### config.mk
export PLATFORM = sky130hd
export DESIGN_NAME = ysyx_axi_rr_arbiter
export DESIGN_NICKNAME = d
export VERILOG_FILES = /design/src/rtl/ysyx_axi_rr_arbiter.sv
export SDC_FILE = /design/constraint.sdc
export NUM_CORES = 1
export LEC_CHECK = 0
export ABC_AREA = 1
export CAP_MARGIN = 40
export CORE_AREA = 2 2 173 175
export CTS_CLUSTER_SIZE = 28
export DETAILED_ROUTE_END_ITERATION = 12
export DIE_AREA = 0 0 175 177
export GPL_TIMING_DRIVEN = 0
export SETUP_SLACK_MARGIN = 0.4
export SLEW_MARGIN = 30
export SYNTH_ARGS = -nofsm -noshare
export SYNTH_HDL_FRONTEND = slang
export SYNTH_SLANG_ARGS = --single-unit
export TNS_END_PERCENT = 1
### constraint.sdc
create_clock -name clk -period 4.8 [get_ports clk]
set_input_delay 0.72 -clock clk [delete_from_list [all_inputs] [get_ports clk]]
set_output_delay 0.72 -clock clk [all_outputs]
set_load 0.03 [all_outputs]
### src/rtl/ysyx_axi_rr_arbiter.sv
// NM-client single-beat request arbiter onto one AXI4 master port, one transaction in flight.
// Define YSYX_ARB_FIXED_PRIO_EN for fixed priority (lowest index wins); default build is round-robin.
module ysyx_axi_rr_arbiter #(
    parameter int NM      = 2,
    parameter int ADDR_W  = 32,
    parameter int DATA_W  = 32,
    parameter int BUS_W   = 64,
    parameter int ID_BASE = 0
) (
    input  logic                   clk,
    input  logic                   rst,
    input  logic [NM-1:0]          req_valid,
    output logic [NM-1:0]          req_ready_o,
    input  logic [NM-1:0]          req_write,
    input  logic [NM*ADDR_W-1:0]   req_addr,
    input  logic [NM*3-1:0]        req_size,
    input  logic [NM*DATA_W-1:0]   req_wdata,
    input  logic [NM*DATA_W/8-1:0] req_wstrb,
    output logic [NM-1:0]          rsp_valid_o,
    output logic [DATA_W-1:0]      rsp_rdata_o,
    output logic                   rsp_err_o,
    output logic [ADDR_W-1:0]      axi_araddr,
    output logic                   axi_arvalid,
    output logic [3:0]             axi_arid,
    output logic [2:0]             axi_arsize,
    output logic [7:0]             axi_arlen,
    output logic [1:0]             axi_arburst,
    input  logic                   axi_arready,
    input  logic                   axi_rvalid,
    input  logic [BUS_W-1:0]       axi_rdata,
    input  logic [1:0]             axi_rresp,
    input  logic                   axi_rlast,
    input  logic [3:0]             axi_rid,
    output logic                   axi_rready,
    output logic [ADDR_W-1:0]      axi_awaddr,
    output logic                   axi_awvalid,
    output logic [3:0]             axi_awid,
    output logic [2:0]             axi_awsize,
    output logic [7:0]             axi_awlen,
    output logic [1:0]             axi_awburst,
    input  logic                   axi_awready,
    output logic                   axi_wvalid,
    output logic [BUS_W-1:0]       axi_wdata,
    output logic [BUS_W/8-1:0]     axi_wstrb,
    output logic                   axi_wlast,
    input  logic                   axi_wready,
    input  logic                   axi_bvalid,
    input  logic [1:0]             axi_bresp,
    input  logic [3:0]             axi_bid,
    output logic                   axi_bready
);

    localparam int GW   = (NM > 1) ? $clog2(NM) : 1;
    localparam int DB   = DATA_W / 8;
    localparam int BB   = BUS_W / 8;
    localparam int L    = BUS_W / DATA_W;
    localparam int LO_W = $clog2(DB);
    localparam int OFF_W = $clog2(BB);

    localparam logic [2:0] S_IDLE = 3'd0;
    localparam logic [2:0] S_AR   = 3'd1;
    localparam logic [2:0] S_R    = 3'd2;
    localparam logic [2:0] S_WR   = 3'd3;
    localparam logic [2:0] S_B    = 3'd4;

    logic [2:0]        state;
    logic [GW-1:0]     last_grant;
    logic [GW-1:0]     lat_g;
    logic [ADDR_W-1:0] lat_addr;
    logic [2:0]        lat_size;
    logic [DATA_W-1:0] lat_wdata;
    logic [DB-1:0]     lat_wstrb;
    logic              aw_done;
    logic              w_done;

    logic [GW-1:0]     grant_idx;
    logic [GW-1:0]     scan;
    logic              grant_any;
    logic [3:0]        cur_id;
    logic [OFF_W-1:0]  lane;
    logic [LO_W-1:0]   addr_lo;
    logic [DATA_W-1:0] wd_sh;
    logic [DB-1:0]     ws_sh;
    logic [DATA_W-1:0] rd_slice;

    always_comb begin
        grant_idx = '0;
        grant_any = 1'b0;
        scan      = last_grant;
`ifdef YSYX_ARB_FIXED_PRIO_EN
        for (int i = NM - 1; i >= 0; i--) begin
            if (req_valid[i]) begin
                grant_idx = GW'(i);
                grant_any = 1'b1;
            end
        end
`else
        // Scan starts one past the previous winner so every client wins within NM grants.
        for (int k = 1; k <= NM; k++) begin
            scan = GW'((int'(last_grant) + k) % NM);
            if (!grant_any && req_valid[scan]) begin
                grant_idx = scan;
                grant_any = 1'b1;
            end
        end
`endif
    end

    // NOTE: ready is masked by rst so a client never sees an acceptance that the held-in-reset FSM drops.
    always_comb begin
        req_ready_o = '0;
        if (state == S_IDLE && grant_any && !rst) req_ready_o[grant_idx] = 1'b1;
    end

    assign cur_id   = 4'(ID_BASE) + 4'(lat_g);
    assign lane     = lat_addr[OFF_W-1:0] >> LO_W;
    assign addr_lo  = lat_addr[LO_W-1:0];
    assign wd_sh    = lat_wdata << {addr_lo, 3'b000};
    assign ws_sh    = lat_wstrb << addr_lo;
    assign rd_slice = axi_rdata[int'(lane)*DATA_W +: DATA_W] >> {addr_lo, 3'b000};

    assign axi_arvalid = (state == S_AR);
    assign axi_araddr  = lat_addr;
    assign axi_arid    = cur_id;
    assign axi_arsize  = lat_size;
    assign axi_arlen   = 8'd0;
    assign axi_arburst = 2'b01;
    assign axi_rready  = (state == S_R);
    assign axi_awvalid = (state == S_WR) && !aw_done;
    assign axi_awaddr  = lat_addr;
    assign axi_awid    = cur_id;
    assign axi_awsize  = lat_size;
    assign axi_awlen   = 8'd0;
    assign axi_awburst = 2'b01;
    assign axi_wvalid  = (state == S_WR) && !w_done;
    assign axi_wdata   = {L{wd_sh}};
    assign axi_wstrb   = BB'(ws_sh) << (int'(lane) * DB);
    assign axi_wlast   = 1'b1;
    assign axi_bready  = (state == S_B);

    // NOTE: all state below uses non-blocking assignments so every branch sees pre-edge values.
    always_ff @(posedge clk or posedge rst) begin
        if (rst) begin
            state       <= S_IDLE;
            last_grant  <= GW'(NM - 1);
            lat_g       <= '0;
            lat_addr    <= '0;
            lat_size    <= '0;
            lat_wdata   <= '0;
            lat_wstrb   <= '0;
            aw_done     <= 1'b0;
            w_done      <= 1'b0;
            rsp_valid_o <= '0;
            rsp_rdata_o <= '0;
            rsp_err_o   <= 1'b0;
        end else begin
            rsp_valid_o <= '0;
            case (state)
                S_IDLE: begin
                    if (grant_any) begin
                        lat_g     <= grant_idx;
                        lat_addr  <= req_addr[int'(grant_idx)*ADDR_W +: ADDR_W];
                        lat_size  <= req_size[int'(grant_idx)*3 +: 3];
                        lat_wdata <= req_wdata[int'(grant_idx)*DATA_W +: DATA_W];
                        lat_wstrb <= req_wstrb[int'(grant_idx)*DB +: DB];
                        aw_done   <= 1'b0;
                        w_done    <= 1'b0;
                        state     <= req_write[grant_idx] ? S_WR : S_AR;
                    end
                end
                S_AR: if (axi_arready) state <= S_R;
                S_R: begin
                    if (axi_rvalid && axi_rlast) begin
                        rsp_valid_o <= NM'(1) << lat_g;
                        rsp_rdata_o <= rd_slice;
                        rsp_err_o   <= (axi_rresp != 2'b00) || (axi_rid != cur_id);
                        last_grant  <= lat_g;
                        state       <= S_IDLE;
                    end
                end
                S_WR: begin
                    if (axi_awready) aw_done <= 1'b1;
                    if (axi_wready)  w_done  <= 1'b1;
                    if ((aw_done || axi_awready) && (w_done || axi_wready)) state <= S_B;
                end
                S_B: begin
                    if (axi_bvalid) begin
                        rsp_valid_o <= NM'(1) << lat_g;
                        rsp_err_o   <= (axi_bresp != 2'b00) || (axi_bid != cur_id);
                        last_grant  <= lat_g;
                        state       <= S_IDLE;
                    end
                end
                default: state <= S_IDLE;
            endcase
        end
    end

endmodule
==> results.cfg, run 1 <==
[routing]
drt_iter0_markers = 540
drc = 0
drt-vias-per-instance = 4.39
num_vias = 8851
wl_um = 35200
first_pass_iters = 6
wire_per_inst_um = 17.5
detail-route-antenna-nets = 0

[yosys]
yosysTopAreaCellShare_pct = 37.6
yosys_register_bits = 113
synth_top_cell_by_area = dfrtp_1
synth_area_leaders = dfrtp_1, nand2_1, buf_4
synthArstFlopShare_pct = 100
post_synth_num_cell_types = 30
synth_edf_count = 0
netlist_instances = 1152
synth.yosys.warnings = 0
avgSynthCellArea_um2 = 6.46
seq_area_frac_synth_pct = 38.0
syn_area_um2 = 7440
ys.flop_type = dfrtp_1

[timing]
hold_viol = 0
max_slew.worst_pin.slew_ns = 0.831
timing.fmax_mhz = 238
slew_viol_final = 0
layout_min_cycle_time_ns = 4.20
setup_violations = 0
relSlewSlack_pct = 44.6
rsz0062_at_grt = no
skew_ns = 0.00800
min_period_over_period_pct = 87.4

[placed_design]
portBuffers = 415
gp_congestion = 0.889
dpl_cell_area_um2 = 12200
dp_cells = 1983
hpwl_um = 28000

[clock_tree]
clk_pin_slew_worst_paths_ns = 0.05
cts_tree = built
cts-root-buf = clkbuf_16
h-tree-depth = 4
clock_sinks = 113
cts_post_setup_buffers_inserted = 0
clock_path_buffers = 2
postCtsResizedCells = 0
cts_hold_buf = 0
numCtsBuffers = 17
worstSkewPairLatency_ns = 0.42

[critical_path]
worstPathArrival_ns = 3.48
worstSetupPathType = reg -> out
startpoint = axi_araddr[0]$_DFFE_PP0P_
cp-end-kind = primary output
worst_setup_path_start_kind = register
cp_max_fo = 10
r2r_start = axi_araddr[0]$_DFFE_PP0P_
worst_ep_required_time_ns = 4.08

[power]
switching_power_mw = 4.87
p_leak_nw = 6.33
p_int_mw = 4.90
p_clk_share_pct = 14.2
ir_worst_vdd_mv = 0.545
p_total_mw = 9.77
p_comb_share_pct = 68.1
powerDensity_nw_per_um2 = 760
p_seq_share_pct = 17.7
swShare_pct = 49.9

[layout]
fin_area_um2 = 12900
layoutNonFillerInstCount = 2016
num-nets-final = 1842
area_growth_pct = 72.7
layout-drive-gt1-share_pct = 10.8

[die]
dieArea_um2 = 31000
die_w_um = 175
rows = 63
num_io_pins = 443
initial_core_util_pct = 25.5
core_area_um2 = 29200
die_y_um = 177

[outcome]
status = complete, no violations

[global_route]
antenna_found_initial = 1
grt_overflow = 0
grt.total_usage_pct = 22.3
grt_pass1_vias = 8799
grt_pass1_wl_um = 51500
grt_max_degree = 78

[run]
cap_violations = 0

[min_path]
min_path_type = reg -> reg
min_from = rsp_rdata_o[22]$_DFFE_PP0P_
flip-flops by register name, summed over array words and instances, names as in the netlist:
signal,cells
rsp_err_o,1
lat_g,1
lat_wdata,32
aw_done,1
rsp_rdata_o,32
axi_araddr,32
state,3
last_grant,1
w_done,1
axi_arsize,3
rsp_valid_o,2
lat_wstrb,4
worst paths after layout:
kind | to | slack (ns) | cells after the start
setup / recovery | axi_wdata[49] | 0.60 | 7
hold / removal | rsp_rdata_o[22]$_DFFE_PP0P_ | 0.48 | 2
setup reg to reg | rsp_rdata_o[1]$_DFFE_PP0P_ | 2.80 | 6
hold reg to reg | rsp_rdata_o[22]$_DFFE_PP0P_ | 0.48 | 2
max in group asynchronous | rsp_rdata_o[10]$_DFFE_PP0P_ | 3.38 | 3
min in group asynchronous | axi_araddr[27]$_DFFE_PP0P_ | 0.73 | 2
cells in the mapped netlist, types with 2 or more instances:
library cell,number
a21oi_1,47
a22oi_1,3
and2_1,2
buf_2,25
buf_4,98
buf_6,6
clkbuf_1,29
conb_1,2
dfrtp_1,112
inv_1,49
inv_2,5
nand2_1,599
nand3_1,34
nand4_1,3
nor2_1,46
nor3_1,3
o21ai_0,75
o22ai_1,2
layout make-up:
| class | count | area, um^2 |
|---|---|---|
| Fill cell | 2991 | 16400 |
| Timing Repair Buffer | 416 | 4180 |
| Multi-Input combinational cell | 851 | 3460 |
| Sequential cell | 113 | 2830 |
| Buffer | 159 | 1040 |
| Tap cell | 390 | 488 |
| Clock buffer | 20 | 457 |
| Inverter | 54 | 210 |
| Clock inverter | 12 | 180 |
| Antenna cell | 1 | 2.50 |
layout by cell type, fill, tap and decap left out, types with 2 or more instances in the layout:
master and instances:
nand3_1 34, buf_6 6, o22ai_1 2, clkinvlp_4 2, dfrtp_1 112, nand2_1 599
inv_2 5, clkdlybuf4s50_1 415, o21ai_0 75, nor3_1 3, clkbuf_1 30, clkinv_4 2
clkinv_2 2, a21oi_1 47, conb_1 27, a22oi_1 3, inv_1 48, clkbuf_16 17
clkbuf_8 2, buf_4 98, and2_1 2, inv_6 2, bufinv_16 4, buf_2 25
nor2_1 46, nand4_1 3
through the flow:
| stage | setup TNS (ns) | hold slack (ns) | util, % | worst slack, ns |
|---|---|---|---|---|
| after detailed placement | 0 | 0.467 | 41.8 | 0.977 |
| after floorplan | 0 | 0.449 | - | 1.09 |
| after global routing | 0 | 0.507 | 44.0 | 0.469 |
| after global placement | -117.73 | 0.460 | 41.7 | -1.06 |
| final | 0 | 0.476 | 44.0 | 0.604 |
| after CTS | 0 | 0.482 | 43.9 | 0.521 |
worst max-delay path: stages (launching register included):
cell	delay (ns)
dfrtp_1	0.46
buf_2	0.19
inv_2	0.15
clkbuf_1	0.56
nand2_1	0.14
o21ai_0	0.67
buf_4	0.22
clkdlybuf4s50_1	0.66
metal layers:
| metal | wire length, um | vias to the layer above | global-route usage, % | share of wire, % |
|---|---|---|---|---|
| li1 | - | 4353 | - | - |
| met1 | 13800 | 4034 | 25.3 | 39 |
| met2 | 17900 | 415 | 40.5 | 51 |
| met3 | 2600 | 49 | 5.93 | 7.4 |
| met4 | 908 | 0 | 7.53 | 2.6 |
| met5 | 0 | - | 0 | 0 |
kinds of logic (layout without fill, tap and decap cells):
group                  after synthesis  after routing  synth area share, %
AO/OA/AOI/OAI                      132            132                 9.21
buffers and inverters              213            661                 16.7
flip-flops                         113            113                 38.0
other                                2             28                0.101
AND/OR/NAND/NOR                    692            692                 36.0
power by group through the flow:
stage	clock network (mW)	registers (mW)	logic, mW
floorplan	0	2.14	3.45
global placement	0	1.73	6.64
detailed placement	0	1.74	6.67
CTS	1.42	1.73	6.70
global route	1.47	1.79	7.13
finish	1.39	1.73	6.65
No activity file was read; power rests on OpenSTA's default activity.
==> run 2, diff against run 1 <==
--- a/config.mk
+++ b/config.mk
@@ -6,12 +6,14 @@
 export NUM_CORES = 1
 export LEC_CHECK = 0
 export ABC_AREA = 1
+export ABC_CLOCK_PERIOD_IN_PS = 4800
 export CAP_MARGIN = 40
 export CORE_AREA = 2 2 173 175
 export CTS_CLUSTER_SIZE = 28
 export DETAILED_ROUTE_END_ITERATION = 12
 export DIE_AREA = 0 0 175 177
 export GPL_TIMING_DRIVEN = 0
+export PLACE_DENSITY = 0.65
 export SETUP_SLACK_MARGIN = 0.4
 export SLEW_MARGIN = 30
 export SYNTH_ARGS = -nofsm -noshare
==> run 2 against run 1 <==
Count of clock-buffer cells in the layout grew 6; maximum frequency grew 1.5%; utilization is essentially flat; critical endpoint unchanged; largest cell class unchanged.
==> results.cfg, run 2 (synthesized netlist as in run 1, its figures left out) <==
[outcome]
status = complete, no violations

[timing]
rsz0062_at_grt = no
hold_viol = 0
skew_ns = 0.00770
timing.fmax_mhz = 242
slew_viol_final = 0
min_period_over_period_pct = 86.1
setup_violations = 0
relSlewSlack_pct = 48.5
fin_tns_setup_ns = 0
setup_ws_ns = 0.667
max_slew.worst_pin.slew_ns = 0.772
layout_min_cycle_time_ns = 4.13

[clock_tree]
worstSkewPairLatency_ns = 0.41
cts_hold_buf = 0
cts_post_setup_buffers_inserted = 0
clock_path_buffers = 2
clk_pin_slew_worst_paths_ns = 0.05
postCtsResizedCells = 0
h-tree-depth = 4
numCtsBuffers = 17
cts_tree = built
cts-root-buf = clkbuf_16
clock_sinks = 113

[routing]
drt_iter0_markers = 633
detail-route-antenna-nets = 0
first_pass_iters = 5
wire_per_inst_um = 17.0
drc = 0
drt-vias-per-instance = 4.33
wl_um = 34300
num_vias = 8725

[die]
initial_core_util_pct = 25.5
die_y_um = 177
rows = 63
num_io_pins = 443
core_area_um2 = 29200
dieArea_um2 = 31000
die_w_um = 175

[placed_design]
hpwl_um = 27400
portBuffers = 415
gp_congestion = 0.909
dp_slack_ns = 1.01
dp_cells = 1984

[critical_path]
worst_setup_path_start_kind = register
cp-end-kind = primary output
worst_ep_required_time_ns = 4.08
worstPathArrival_ns = 3.41
worstSetupPathType = reg -> out
cp_max_fo = 10

[layout]
area_growth_pct = 72.7
num-nets-final = 1843
fin_util_pct = 44.0
layout-drive-gt1-share_pct = 10.7
layout_common_cells = nand2_1, clkdlybuf4s50_1, dfrtp_1, buf_4, o21ai_0
layoutNonFillerInstCount = 2015
final_common_cell = nand2_1

[global_route]
grt_pass1_wl_um = 49700
grt.total_usage_pct = 21.5
grt_pass1_vias = 8649
grt_overflow = 0
antenna_found_initial = 1
grt_max_degree = 71

[power]
p_comb_share_pct = 68.3
ir_worst_vdd_mv = 0.604
switching_power_mw = 4.81
swShare_pct = 49.4
p_leak_nw = 6.34
powerDensity_nw_per_um2 = 757
p_clk_share_pct = 13.9
p_seq_share_pct = 17.8
p_total_mw = 9.73
p_int_mw = 4.92

[run]
cap_violations = 0

[min_path]
min_path_type = reg -> reg
[run 2: critical path, stage by stage (launching register included)]
cell and delay (ns):
dfrtp_1 0.46, buf_2 0.19, inv_2 0.15, clkbuf_1 0.57, nand2_1 0.16, o21ai_0 0.59, buf_4 0.21, clkdlybuf4s50_1 0.67
[run 2: power by group through the flow]
stage | Sequential, mW | Combinational, mW | Clock [mW]
3_5_place_dp | 1.74 | 6.69 | 0
6_report | 1.73 | 6.65 | 1.35
2_1_floorplan | 2.14 | 3.45 | 0
4_1_cts | 1.73 | 6.72 | 1.38
3_3_place_gp | 1.73 | 6.65 | 0
5_1_grt | 1.79 | 7.12 | 1.42
[run 2: per-stage QoR]
| step | hold WS (ns) | area [um^2] |
|---|---|---|
| 3_3_place_gp | 0.463 | 12200 |
| 4_1_cts | 0.479 | 12900 |
| 2_1_floorplan | 0.449 | 7540 |
| 6_report | 0.478 | 12900 |
| 5_1_grt | 0.503 | 12900 |
| 3_5_place_dp | 0.464 | 12200 |
[run 2: metal layers]
metal	vias up	part of all wire, %	GRT usage, %
li1	4356	-	-
met5	-	0	0
met1	3960	40	25.0
met4	0	1.5	5.03
met2	377	52	40.4
met3	32	6.1	4.21
[run 2: area by class of cell]
cell class	count	area (um^2)
Clock inverter	4	95.1
Clock buffer	26	529
Multi-Input combinational cell	851	3460
Tap cell	390	488
Antenna cell	1	2.50
Fill cell	3010	16400
Timing Repair Buffer	417	4190
Sequential cell	113	2830
Buffer	159	1040
Inverter	54	210
[run 2: final timing paths]
kind / startpoint / end / slack (ns) / depth (start not counted)
max: axi_araddr[0]$_DFFE_PP0P_ / axi_wdata[49] / 0.67 / 7
min: rsp_rdata_o[22]$_DFFE_PP0P_ / rsp_rdata_o[22]$_DFFE_PP0P_ / 0.48 / 2
max reg2reg: axi_araddr[0]$_DFFE_PP0P_ / rsp_rdata_o[4]$_DFFE_PP0P_ / 2.89 / 7
min reg2reg: rsp_rdata_o[22]$_DFFE_PP0P_ / rsp_rdata_o[22]$_DFFE_PP0P_ / 0.48 / 2
max in group asynchronous: rst / axi_araddr[23]$_DFFE_PP0P_ / 3.38 / 3
min in group asynchronous: rst / state[0]$_DFFE_PP0P_ / 0.76 / 2
